<file path="src/rtl/uart_pkg.sv">
// Shared constants for the UART receive-buffer register window.
package uart_pkg;

  // Word offsets inside the register window
  localparam logic [3:0] UART_RXF_DATA = 4'h0;
  localparam logic [3:0] UART_RXF_STAT = 4'h1;
  localparam logic [3:0] UART_RXF_CTRL = 4'h2;

  // STATUS register bit positions
  localparam int EMPTY = 0;
  localparam int FULL  = 1;
  localparam int OVF   = 2;

  // CTRL register bit positions
  localparam int CTRL_FLUSH_BIT = 31;
  localparam int CTRL_IRQEN_BIT = 8;

endpackage

</file>
<file path="src/rtl/sync_fifo_core.sv">
// Byte FIFO core: storage array, wrapping pointers, occupancy counter and
// push/pop/flush arbitration. Head byte is presented combinationally.
module sync_fifo_core #(
  parameter int DEPTH_LOG2 = 4
) (
  input  logic                  clk_i,
  input  logic                  rstn,
  input  logic                  push,
  input  logic                  pop,
  input  logic                  flush,
  input  logic [7:0]            din,
  output logic [7:0]            head,
  output logic [DEPTH_LOG2:0]   level,
  output logic                  empty,
  output logic                  full,
  output logic                  push_drop
);

  localparam int DEPTH = 1 << DEPTH_LOG2;
  localparam logic [DEPTH_LOG2:0]   LVL_FULL = (DEPTH_LOG2 + 1)'(DEPTH);
  localparam logic [DEPTH_LOG2:0]   LVL_ONE  = (DEPTH_LOG2 + 1)'(1);
  localparam logic [DEPTH_LOG2-1:0] PTR_ONE  = DEPTH_LOG2'(1);

  logic [7:0]            mem [DEPTH];
  logic [DEPTH_LOG2-1:0] wr_ptr_reg;
  logic [DEPTH_LOG2-1:0] rd_ptr_reg;
  logic [DEPTH_LOG2:0]   level_reg;
  logic                  push_ok;
  logic                  pop_ok;

  assign level = level_reg;
  assign empty = (level_reg == '0);
  assign full  = (level_reg == LVL_FULL);

  // Flush overrides everything; a pop frees the slot a full-FIFO push needs
  assign pop_ok    = pop & ~empty & ~flush;
  assign push_ok   = push & ~flush & (~full | pop_ok);
  assign push_drop = push & ~flush & full & ~pop_ok;

  assign head = empty ? 8'h00 : mem[rd_ptr_reg];

  // Storage array: contents are not reset
  always_ff @(posedge clk_i) begin
    if (push_ok) begin
      mem[wr_ptr_reg] <= din;
    end
  end

  // Pointer and occupancy update
  always_ff @(posedge clk_i or negedge rstn) begin
    if (!rstn) begin
      wr_ptr_reg <= '0;
      rd_ptr_reg <= '0;
      level_reg  <= '0;
    end else if (flush) begin
      wr_ptr_reg <= '0;
      rd_ptr_reg <= '0;
      level_reg  <= '0;
    end else begin
      if (push_ok) wr_ptr_reg <= wr_ptr_reg + PTR_ONE;
      if (pop_ok)  rd_ptr_reg <= rd_ptr_reg + PTR_ONE;
      if (push_ok && !pop_ok)      level_reg <= level_reg + LVL_ONE;
      else if (!push_ok && pop_ok) level_reg <= level_reg - LVL_ONE;
    end
  end

endmodule

</file>
<file path="src/rtl/uart_rx_fifo.sv">
// UART receive buffer: FIFO of received bytes behind a DATA/STATUS/CTRL
// register window, with a sticky overflow flag and level/overflow IRQ.
module uart_rx_fifo
  import uart_pkg::*;
#(
  parameter int DEPTH_LOG2 = 4
) (
  input  logic        clk_i,
  input  logic        rstn,
  input  logic        rx_valid_i,
  input  logic [7:0]  rx_data_i,
  input  logic        m_sel,
  input  logic [3:0]  m_addr,
  input  logic [31:0] m_data_i,
  output logic [31:0] m_data_o,
  input  logic        m_rd,
  input  logic        m_wr,
  output logic        irq_o
);

  logic [7:0]          head;
  logic [DEPTH_LOG2:0] level;
  logic                empty;
  logic                full;
  logic                push_drop;
  logic                wr_data;
  logic                wr_stat;
  logic                wr_ctrl;
  logic                flush;
  logic                ovf_reg;
  logic                irq_en_reg;
  logic [7:0]          thr_reg;
  logic                irq_reg;
  logic [7:0]          level_byte;
  logic                lvl_hit;

  // Reads are side-effect free, so m_rd only qualifies intent on the bus
  logic unused_bus;
  assign unused_bus = &{1'b0, m_rd, m_data_i[30:9]};

  assign wr_data = m_sel & m_wr & (m_addr == UART_RXF_DATA);
  assign wr_stat = m_sel & m_wr & (m_addr == UART_RXF_STAT);
  assign wr_ctrl = m_sel & m_wr & (m_addr == UART_RXF_CTRL);
  assign flush   = wr_ctrl & m_data_i[CTRL_FLUSH_BIT];

  sync_fifo_core #(.DEPTH_LOG2(DEPTH_LOG2)) u_core (
    .clk_i     (clk_i),
    .rstn      (rstn),
    .push      (rx_valid_i),
    .pop       (wr_data),
    .flush     (flush),
    .din       (rx_data_i),
    .head      (head),
    .level     (level),
    .empty     (empty),
    .full      (full),
    .push_drop (push_drop)
  );

  // Level field is 8 bits wide; at DEPTH_LOG2=8 a full FIFO wraps to 0 there
  // but the FULL bit still reports it
  assign level_byte = 8'(level);
  assign lvl_hit    = (thr_reg != 8'h00) && (int'(level) >= int'(thr_reg));

  // Sticky overflow: a set in the same cycle as a clear wins
  always_ff @(posedge clk_i or negedge rstn) begin
    if (!rstn)                       ovf_reg <= 1'b0;
    else if (push_drop)              ovf_reg <= 1'b1;
    else if (wr_stat && m_data_i[OVF]) ovf_reg <= 1'b0;
  end

  // CTRL register: threshold and IRQ enable, loaded on every CTRL write
  always_ff @(posedge clk_i or negedge rstn) begin
    if (!rstn) begin
      thr_reg    <= 8'h00;
      irq_en_reg <= 1'b0;
    end else if (wr_ctrl) begin
      thr_reg    <= m_data_i[7:0];
      irq_en_reg <= m_data_i[CTRL_IRQEN_BIT];
    end
  end

  // Registered interrupt from the current-cycle level and overflow state
  always_ff @(posedge clk_i or negedge rstn) begin
    if (!rstn) irq_reg <= 1'b0;
    else       irq_reg <= irq_en_reg & (lvl_hit | ovf_reg);
  end

  assign irq_o = irq_reg;

  // Combinational read decode; zero when the window is not selected
  always_comb begin
    m_data_o = 32'h0;
    if (m_sel) begin
      case (m_addr)
        UART_RXF_DATA: m_data_o = {23'b0, ~empty, head};
        UART_RXF_STAT: m_data_o = {16'b0, level_byte, 5'b0, ovf_reg, full, empty};
        UART_RXF_CTRL: m_data_o = {23'b0, irq_en_reg, thr_reg};
        default:       m_data_o = 32'h0;
      endcase
    end
  end

endmodule
</file>
<file path="config.mk">
export PLATFORM = sky130hd
export DESIGN_NAME = uart_rx_fifo
export DESIGN_NICKNAME = d
export VERILOG_FILES = /design/src/rtl/uart_pkg.sv /design/src/rtl/sync_fifo_core.sv /design/src/rtl/uart_rx_fifo.sv
export SDC_FILE = /design/constraint.sdc
export NUM_CORES = 1
export LEC_CHECK = 0
export ABC_AREA = 1
export CAP_MARGIN = 25
export CORE_MARGIN = 1
export CORE_UTILIZATION = 57
export DETAILED_ROUTE_END_ITERATION = 6
export DONT_BUFFER_PORTS = 1
export GPL_TIMING_DRIVEN = 0
export PLACE_DENSITY = 0.75
export SLEW_MARGIN = 20
export SYNTH_ARGS = -nofsm -noshare
export SYNTH_HDL_FRONTEND = slang
export SYNTH_SLANG_ARGS = --single-unit
</file>
<file path="constraint.sdc">
create_clock -name clk_i -period 2.1 [get_ports clk_i]
set_input_delay 0.42 -clock clk_i [delete_from_list [all_inputs] [get_ports clk_i]]
set_output_delay 0.42 -clock clk_i [all_outputs]
set_load 0.01 [all_outputs]
</file>
==> out/metrics.csv <==
metric;value;unit
place.gp.congestion;0.848;
num_io_pins;83;
cts-root-buf;clkbuf_16;
hold_violations;0;
dieArea;0.0129;mm2
fin_skew;7.86;ps
postSynthAreaPerCell;10.3;um2
rr_worst_depth;14;
largest_reg_flops;128;
yosys_warnings;0;
arrival;1960;ps
coreArea;0.0121;mm2
antenna_left;0;
ys_top_cells_by_count;nand2_1, edfxtp_1, nand3_1, nor2_1, inv_1;
p_leak;3.51;nW
drtIter0Drc;521;
syn_area;0.00710;mm2
tns;-2010;ps
antennaDiodeCount;0;
crit_start;u_core.rd_ptr_reg[0];
worstReg2RegStart;u_core.level[1];
synth_enable_flop_cells;128;
die-width;114;um
min_period;2380;ps
pre_cts_ws;-355;ps
p_seq_share;37.7;%
worstReg2RegEnd;u_core.level[4];
ir_drop;0.776;mV
yosys_most_used_dff;edfxtp_1;
p_clk_share;28.0;%
postSynth.asyncResetShare;15.8;%
fin_nets;827;
overflow;0;
finalCritPeriodShare;113;%
firstDrtPassIters;6;
criticalPathCategory;flip-flop to output pin;
yosys_register_bits;152;
cts_tree;built;
clkSinkCount;152;
die_h;114;um
rsz0062_at_grt;true;
postSynthCellCount;693;
worstPathMaxFanout;10;
swShare;34.4;%
rows;40;
grt_pass1_vias;5010;
drc;0;
fmax;420;MHz
power_density;1190;mW/mm2
drv_cap;0;
p_switching;3.55;mW
insertion_delay;430;ps
layout-drive-gt1-share;27.3;%
grt_pass1_wl;26100;um
synth_cell_types;36;
synth.most_common_cell;nand2_1;
dr_total_vias;5289;
grt_max_degree;25;
antenna_found_initial;0;
synth_top_area_share;54.1;%
yosys.area.top_type;edfxtp_1;
critPathCaptureType;output pin;
io_buffer_count;0;
wl_per_cell;18.6;um
fillCellCount;781;
max_slew_margin;53.5;%
vias_per_cell;5.61;
start_util;58.9;%
clockBufferDepth;2;
clk_pin_slew;60;ps
ys_seq_area_share;62.6;%
critPathCapture;m_data_o[1];
htree_levels;4;
holdWs;79.8;ps
outcome;finished, violations left;
grtUsageTotal;27.5;%
reg2reg_slack;10;ps
final_cell_area;0.00869;mm2
synth_area_leaders;edfxtp_1, nand2_1, dfrtp_1, nand3_1, buf_4;
worstPathRequired;1680;ps
setup_ws;-278;ps
hpwl;10900;um
p_int;6.76;mW
hp-class;input pin to flip-flop;
dpl_cell_area;0.00739;mm2
setup_violations;8;
area_growth;22.3;%
power_frac_comb;34.3;%
cts_made_buffers;17;
slew_violations;0;
violations;setup timing;
postLayoutCoreUtil;72.0;%
worst_pin_slew;695;ps
startpoint_type;flip-flop;
route.final.wire_length;17500;um
## power by group through the flow
stage	Sequential [mW]	Combinational, mW	Clock (mW)
final	3.89	3.53	2.88
after global routing	3.91	3.85	3.00
after CTS	3.87	3.08	2.88
after detailed placement	3.97	2.48	0
after global placement	3.96	2.40	0
after floorplan	3.88	1.88	0
## critical path, stage by stage (launching register included)
cell     delay, ps
dfrtp_1        400
buf_12         180
buf_8          150
buf_8          130
nand2_1         60
nand3_1         90
nand3_1        100
nand3_1        100
nand3_2        110
a21oi_2        210
## final cells by class
type	instances	area (um2)	share of cell area, %
Sequential cell	152	4450	51.3
Inverter	56	243	2.79
Clock inverter	10	105	1.21
Clock buffer	21	440	5.07
Tap cell	168	210	2.42
Buffer	41	382	4.39
Multi-Input combinational cell	462	2570	29.6
Timing Repair Buffer	30	273	3.14
Timing Repair inverter	2	13.8	0.158
## logic make-up (layout without fill, tap and decap cells)
logic type,after synthesis,count (layout),share of synthesized area [%]
adder cells (fa/ha/maj),15,15,2.75
other,1,19,0.0528
flip-flops,152,152,62.6
buffers and inverters,97,160,6.89
XOR/XNOR,5,5,0.616
AO/OA/AOI/OAI,52,52,4.09
AND/OR/NAND/NOR,371,371,23.1
## timing repair
| item | 4_1_cts | 5_1_grt |
|---|---|---|
| pin swaps | 20 | 21 |
| endpoints found under the setup margin | 139 | 91 |
| cloned | 2 | 3 |
| hold buffers | 2 | 0 |
| buffers inserted | 18 | 7 |
| hold endpoints to repair | 24 | 0 |
| resized for setup | 83 | 57 |
## layer usage
metal | vias up | track usage (%) | part of all wire (%)
met5 | - | 0 | 0
li1 | 2428 | - | -
met1 | 2561 | 34.0 | 40
met2 | 254 | 45.2 | 50
met4 | 0 | 14.2 | 2.9
met3 | 46 | 6.80 | 7.3
## layout by cell type, fill, tap and decap left out, types with 3 or more instances in the layout
| cell type | n |
|---|---|
| a21oi_1 | 9 |
| a21oi_2 | 5 |
| a21oi_4 | 4 |
| buf_4 | 46 |
| buf_6 | 9 |
| buf_8 | 7 |
| clkbuf_1 | 4 |
| clkbuf_16 | 18 |
| clkinv_1 | 4 |
| clkinv_2 | 3 |
| conb_1 | 19 |
| dfrtp_1 | 18 |
| dfrtp_2 | 6 |
| edfxtp_1 | 128 |
| ha_1 | 13 |
| inv_1 | 40 |
| inv_2 | 8 |
| inv_4 | 5 |
| nand2_1 | 194 |
| nand2_2 | 21 |
| nand3_1 | 59 |
| nand3_2 | 22 |
| nand3_4 | 3 |
| nand4_1 | 4 |
| nor2_1 | 28 |
| nor2_2 | 19 |
| nor2_4 | 8 |
| nor3_1 | 3 |
| o211ai_1 | 6 |
| o21ai_0 | 18 |
| o21ai_1 | 6 |
| or2_2 | 5 |
| xor2_1 | 5 |
## how the worst min path moves through the flow
stage,start,endpoint,slack [ps],cells past startpoint
after floorplan,rstn,irq_en_reg,120,0
after global placement,rstn,thr_reg[4],120,0
after detailed placement,rstn,thr_reg[4],120,0
after CTS,rx_data_i[1],u_core.mem[3][1],80,0
after global routing,rx_data_i[6],u_core.mem[12][6],70,0
final,rx_data_i[4],u_core.mem[13][4],80,0
## per-stage QoR
step                      total power, mW  std cells
final                                10.3        942
after global routing                 10.8        942
after CTS                            9.82        932
after detailed placement             6.45        879
after global placement               6.36        879
after floorplan                      5.76        711
No activity file was read; power rests on OpenSTA's default activity.
